===== config.mk =====
export PLATFORM = sky130hd
export DESIGN_NAME = mem_bus_bridge
export DESIGN_NICKNAME = d
export VERILOG_FILES = /design/src/rtl/mem_bus_bridge.sv
export SDC_FILE = /design/constraint.sdc
export NUM_CORES = 1
export LEC_CHECK = 0
export CORE_AREA = 5 5 108 110
export CTS_CLUSTER_DIAMETER = 30
export DETAILED_ROUTE_END_ITERATION = 10
export DIE_AREA = 0 0 113 115
export PLACE_DENSITY = 0.88
export SETUP_SLACK_MARGIN = 0.05
export SYNTH_ARGS = -nofsm -noshare
export SYNTH_HDL_FRONTEND = slang
export SYNTH_SLANG_ARGS = --single-unit
export TNS_END_PERCENT = 50

===== constraint.sdc =====
create_clock -name clk -period 2.45 [get_ports clk]
set_input_delay 0.3675 -clock clk [delete_from_list [all_inputs] [get_ports clk]]
set_output_delay 0.3675 -clock clk [all_outputs]
set_load 0.005 [all_outputs]

===== src/rtl/mem_bus_bridge.sv =====
`timescale 1ns/1ps
// Bridges decoupled CPU memory requests onto a req/ack wait-state bus, one
// transaction at a time, and returns one in-order response per request.
module mem_bus_bridge #(
    parameter int ADDR_W  = 32,
    parameter int TIMEOUT = 255,
    parameter int BE_W    = 4
) (
    input  logic              clk,
    input  logic              rst,
    input  logic              req_valid,
    output logic              req_ready,
    input  logic [ADDR_W-1:0] req_addr,
    input  logic              req_we,
    input  logic [BE_W-1:0]   req_be,
    input  logic [31:0]       req_wdata,
    output logic              resp_valid,
    input  logic              resp_ready,
    output logic [31:0]       resp_rdata,
    output logic              resp_err,
    output logic              bus_req,
    output logic              bus_we,
    output logic [ADDR_W-1:0] bus_addr,
    output logic [BE_W-1:0]   bus_be,
    output logic [31:0]       bus_wdata,
    input  logic              bus_ack,
    input  logic              bus_err,
    input  logic [31:0]       bus_rdata
);

    localparam int CNT_W = (TIMEOUT > 0) ? $clog2(TIMEOUT + 1) : 1;
    localparam logic [CNT_W-1:0] CNT_LAST = (TIMEOUT > 0) ? CNT_W'(TIMEOUT - 1) : '0;
    localparam logic [CNT_W-1:0] CNT_MAX  = '1;

    typedef enum logic [1:0] {IDLE, BUS, RESP} state_t;

    state_t            state, state_nxt;
    logic [CNT_W-1:0]  cnt;
    logic [ADDR_W-1:0] addr_q;
    logic              we_q;
    logic [BE_W-1:0]   be_q;
    logic [31:0]       wdata_q;
    logic [31:0]       rdata_q;
    logic              err_q;
    logic              timeout_hit;

    // An ack arriving on the last allowed cycle still counts as a normal completion.
    assign timeout_hit = (TIMEOUT != 0) && (cnt == CNT_LAST) && !bus_ack;

    always_comb begin
        state_nxt = state;
        case (state)
            IDLE:    if (req_valid)              state_nxt = BUS;
            BUS:     if (bus_ack || timeout_hit) state_nxt = RESP;
            RESP:    if (resp_ready)             state_nxt = IDLE;
            default:                             state_nxt = IDLE;
        endcase
    end

    always_ff @(posedge clk or negedge rst) begin
        if (!rst) state <= IDLE;
        else      state <= state_nxt;
    end

    always_ff @(posedge clk or negedge rst) begin
        if (!rst) begin
            cnt     <= '0;
            addr_q  <= '0;
            we_q    <= 1'b0;
            be_q    <= '0;
            wdata_q <= '0;
            rdata_q <= '0;
            err_q   <= 1'b0;
        end else begin
            if (state == IDLE && req_valid) begin
                addr_q  <= {req_addr[ADDR_W-1:2], 2'b00};
                we_q    <= req_we;
                be_q    <= req_we ? req_be : '1;
                wdata_q <= req_wdata;
                cnt     <= '0;
            end
            if (state == BUS) begin
                if (cnt != CNT_MAX) cnt <= cnt + CNT_W'(1);
                if (bus_ack) begin
                    rdata_q <= we_q ? 32'd0 : bus_rdata;
                    err_q   <= bus_err;
                end else if (timeout_hit) begin
                    rdata_q <= 32'd0;
                    err_q   <= 1'b1;
                end
            end
        end
    end

    // Ready is masked by reset so the upstream never sees a handshake while held in reset.
    assign req_ready  = rst && (state == IDLE);
    assign resp_valid = (state == RESP);
    assign resp_rdata = rdata_q;
    assign resp_err   = err_q;
    assign bus_req    = (state == BUS);
    assign bus_we     = we_q;
    assign bus_addr   = addr_q;
    assign bus_be     = be_q;
    assign bus_wdata  = wdata_q;

endmodule


---- Word-level counts from Yosys, hierarchy flattened ----
Cells that the tools add are included.
word-level totals
  register bits after elaboration ......... 110
  bits in latches ......................... 0
  memory bits (writable) .................. 0
  bits in read-only memories .............. 0
  bits of input ports ..................... 107
  output and inout bits ................... 105
  word-level logic and storage cells ...... 38
  memories kept ........................... 0
operators by class
  add/sub/neg operators ................... 1
  multiply operators ...................... 0
  div/mod/pow operators ................... 0
  $lt $le $gt $ge ......................... 0
  equality and inequality tests ........... 7
  shifts and indexed selects .............. 0
  multiplexer cells ....................... 13
  bitwise gates (word level) .............. 0
  reductions and logical operators ........ 9
operator list
  operator               number
  $mux W32               3
  $mux W8                3
  $add A8 B1 Y8 const B  1
  $eq A8 B8 Y1 const B   1
  $ne A8 B8 Y1 const B   1
  $mux W2                3
  $pmux W2 S3            1
  $mux W4                1
  $ne A2 B1 Y1 const B   2
  $logic_and A1 B1 Y1    3
  $reduce_and A3 Y1      1
  $eq A2 B1 Y1 const B   1
  $eq A2 B2 Y1 const B   1
  $logic_not A2 Y1       1
  $mux W1                2
  $ne A2 B2 Y1 const B   1
  $reduce_and A2 Y1      1
  $reduce_bool A2 Y1     1
  $logic_not A1 Y1       1
  $logic_or A1 B1 Y1     1

---- Longest topological paths before layout ----
Gate-level depths: netlist (run 1).
  depth in word-level cells ............... 5
  depth in mapped cells ................... 6

---- Least setup slack after synthesis (run 1) ----
No wires, ideal clock.
  kind .................................... reg-to-reg
  from .................................... reg state[1]
  to ...................................... reg addr_q[22] (netlist: bus_addr[22])
  arrival time ............................ 1.323 ns
  setup slack ............................. 1.010 ns
  stages on the path, launching flop included .. 7
  buffers on the path ..................... 3
  cells stage by stage .................... dfrtp_1 or3b_1 clkbuf_1 buf_2 buf_2 nand2_1 nand2_1
on the way
  longest elaborated chain between the ends .. 2
ends and longest elaborated chain
  item                      line  text
  start: declaration        37    state_t state, state_nxt;
  start signal: assignment  62    else state <= state_nxt;
  $logic_not A2 Y1          75    if (state == IDLE && req_valid) begin
  $logic_and A1 B1 Y1       75
  end signal: assignment    76    addr_q <= {req_addr[ADDR_W-1:2], 2'b00};
  end: declaration          39    logic [ADDR_W-1:0] addr_q;
Every way passes these cells.
A chain may end at the register's enable or synchronous reset.

---- Worst setup path in the final report (run 1) ----
  from .................................... in rst
  to ...................................... out req_ready
on the way
  longest elaborated chain between the ends .. 1
ends and longest elaborated chain
  item                 line  text
  start: declaration   10    input logic rst,
  $logic_and A1 B1 Y1  96    assign req_ready = rst && (state == IDLE);
  end: declaration     12    output logic req_ready,
Every way passes these cells.

==> results of run 1 <==
[Yosys cell counts]
cell type | count | area share [%]
a221o_1 | 30 | 6.5
conb_1 | 1 | 0.081
nand4b_1 | 1 | 0.19
ha_1 | 2 | 0.54
a221o_2 | 2 | 0.49
nor3_1 | 1 | 0.11
or3b_1 | 1 | 0.19
a31oi_1 | 6 | 0.82
buf_4 | 3 | 0.49
and3_2 | 1 | 0.16
nand2_1 | 196 | 16
and2_2 | 1 | 0.16
mux2i_1 | 2 | 0.43
nor4_1 | 1 | 0.14
and2_1 | 33 | 4.5
buf_2 | 8 | 0.87
nor3b_1 | 3 | 0.49
clkbuf_1 | 9 | 0.73
nor2_1 | 4 | 0.33
a21o_1 | 2 | 0.33
a41oi_1 | 1 | 0.19
and3_1 | 2 | 0.27
buf_6 | 3 | 0.73
nor3b_2 | 1 | 0.27
a211oi_1 | 1 | 0.16
or4_1 | 1 | 0.16
or4bb_1 | 1 | 0.24
nor2b_1 | 3 | 0.41
nand3_1 | 2 | 0.22
dfrtp_1 | 110 | 60
inv_1 | 8 | 0.65
o21ai_0 | 6 | 0.65
a21bo_2 | 1 | 0.22
a21oi_1 | 5 | 0.54
and4b_1 | 1 | 0.22
a31oi_4 | 1 | 0.46
buf_1 | 6 | 0.49
nand2b_1 | 3 | 0.41
and4_1 | 2 | 0.38
[cell type report]
type | instances | area [um2]
timing repair buffer | 219 | 2180
clock buffer | 13 | 169
multi-input combinational | 319 | 1680
fill | 819 | 3550
sequential | 110 | 2750
inverter | 8 | 30.0
tap | 140 | 175
clock inverter | 3 | 65.1
[routing by layer]
layer | global-route usage [%] | vias up | routed length (um)
met3 | 5.37 | 33 | 860
met2 | 37.4 | 147 | 6930
li1 | - | 1930 | -
met5 | 0 | - | 0
met4 | 10.2 | 0 | 465
met1 | 23.5 | 1984 | 4990
[per-stage QoR]
stage	std cells	hold slack (ns)	utilization [%]	worst slack, ns
global placement	795	0.258	64.1	0.502
finish	812	0.383	66.5	0.171
global route	812	0.383	66.5	0.0559
floorplan	466	0.0719	-	1.01
detailed placement	795	0.266	64.1	0.438
CTS	812	0.391	66.4	0.100
[how the worst min path moves through the flow]
stage          start  slack [ns]             end
3_5_place_dp     rst        0.27  resp_rdata[25]
2_1_floorplan    rst        0.07    bus_addr[10]
4_1_cts          rst        0.39  resp_rdata[18]
5_1_grt          rst        0.38  resp_rdata[18]
6_report         rst        0.38  resp_rdata[18]
3_3_place_gp     rst        0.26  resp_rdata[25]
[where the power goes]
part | internal [mW] | switching (mW)
logic | 2.33 | 1.58
clock network | 0.659 | 0.576
registers | 2.66 | 0.565
[sequential cells by signal, summed over array words and instances (netlist names)]
signal      flops
bus_addr       30
bus_be          4
bus_wdata      32
bus_we          1
cnt             8
resp_err        1
resp_rdata     32
state           2
[repair_timing]
| item | in CTS | in global routing |
|---|---|---|
| hold endpoints to repair | 19 | 0 |
| hold buffers | 1 | 0 |
| resized for setup | 0 | 1 |
| setup endpoints to repair | 0 | 1 |
[critical path: stages]
cell	delay, ns
dlygate4sd3_1	0.54
buf_6	0.22
nor3b_1	0.22
clkdlybuf4s50_1	0.55
[placed cells by master (no fill, tap or decap), types with 2 or more instances in the layout]
cell / count
a221o_2: 2
nor3b_2: 2
nand2_1: 196
nand3_1: 2
nor2_1: 4
ha_1: 2
a221o_1: 30
nand2b_1: 3
a21o_1: 2
dfrtp_1: 110
o21ai_0: 6
buf_4: 10
bufinv_16: 2
nor3b_1: 2
and2_1: 33
a31oi_1: 6
and4_1: 2
nor2b_1: 3
conb_1: 2
a21oi_1: 5
clkbuf_8: 12
inv_1: 8
and3_1: 2
clkdlybuf4s50_1: 206
mux2i_1: 2
[cells by family (layout without fill, tap and decap cells)]
| family | after synthesis | count (layout) | share of synthesized area (%) |
|---|---|---|---|
| AO/OA/AOI/OAI | 55 | 55 | 10.4 |
| adder cells (fa/ha/maj) | 2 | 2 | 0.543 |
| buffers and inverters | 37 | 243 | 3.97 |
| flip-flops | 110 | 110 | 59.8 |
| multiplexers | 2 | 2 | 0.435 |
| other | 1 | 2 | 0.0814 |
| AND/OR/NAND/NOR | 258 | 258 | 24.8 |
==> impl_metrics.tcl, run 1 <==
set metrics [dict create \
    grt_pass1_wl_um 21700 \
    clock_latency_ns 0.37 \
    grt_max_degree 54 \
    ant_nets 0 \
    design_area_mm2 0.00705 \
    dr.pass1.iters 4 \
    critPathKind "in -> out" \
    min_period_ns 2.28 \
    postSynthAreaPerCell_um2 9.90 \
    post_cts_buffers 0 \
    die_area_mm2 0.0130 \
    rr_endpoint "resp_rdata[26]" \
    hpwl_um 9910 \
    yosysUniqueCellTypes 39 \
    cts_buffers 9 \
    die_w_um 113 \
    htree_levels 3 \
    diodes 0 \
    portBuffers 207 \
    num_io_pins 212 \
    clockBufferDepth 2 \
    ys.warnings.count 0 \
    finalHoldViolCount 0 \
    route.detailed.drc 0 \
    power_density_mw_per_mm2 1190 \
    vdd_drop_max_uv 592 \
    finalMaxSlewViolations 0 \
    cts.sinks 110 \
    status "complete, no violations" \
    max_cap_violations 0 \
    reg2reg_setup_slack_ns 0.76 \
    dr.first_iter.drc_count 293 \
    vias 4094 \
    start_util_pct 43.4 \
    die-height_um 115 \
    cts_root_buffer "clkbuf_8" \
    rsz0062_at_grt "no" \
    fmaxAchievable_mhz 439 \
    cp-end-kind "output port" \
    tritoncts "done" \
    wl_per_cell_um 16.3 \
    finClkSkew_ns 0.0101 \
    grt_usage_pct 21.0 \
    antenna_found_initial 0 \
    hp-class "in -> async" \
    cts.clk_slew.worst_paths_ns 0.10 \
    design_power_total_mw 8.36 \
    arrival_ns 1.91 \
    setup.worst_path.end "req_ready" \
    grt-ovfl-total 0 \
    core_area_mm2 0.0106 \
    setup_viol 0 \
    cp_max_fo 21 \
    startpoint_type "input pin" \
    area_delta_synth_final_pct 53.1 \
    layout.nets 776 \
    finalWeightedCongestion 0.762 \
    syn_area_mm2 0.00460 \
    fin_tns_setup_ns 0 \
    slew_headroom_pct 55.8 \
    cellLeakagePower_nw 3.22 \
    ys_seq_area_share_pct 59.8 \
    tightest_slew_ns 0.664 \
    routed_via_density 5.04 \
    drive_gt1_share_pct 5.36 \
    syn_inst 465 \
    placed_area_mm2 0.00680 \
    worstReg2RegStart "state[1]" \
    post-route-period-util_pct 93.0 \
    grt_pass1_vias 4419 \
    crit_path_start "rst" \
    ff2ff_path_depth 4 \
    num_rows 38 \
    wl_um 13200 \
    required_ns 2.08 \
    synth_seq_cells 110 \
]
No activity file was read; power rests on OpenSTA's default activity.
==> inputs of run 2 (changes only) <==
--- a/config.mk
+++ b/config.mk
@@ -5,6 +5,7 @@
 export SDC_FILE = /design/constraint.sdc
 export NUM_CORES = 1
 export LEC_CHECK = 0
+export ABC_CLOCK_PERIOD_IN_PS = 2450
 export CORE_AREA = 5 5 108 110
 export CTS_CLUSTER_DIAMETER = 30
 export DETAILED_ROUTE_END_ITERATION = 10
==> results of run 2 <==
Same layout as run 1: the final DEF is identical, and so are final timing and power.
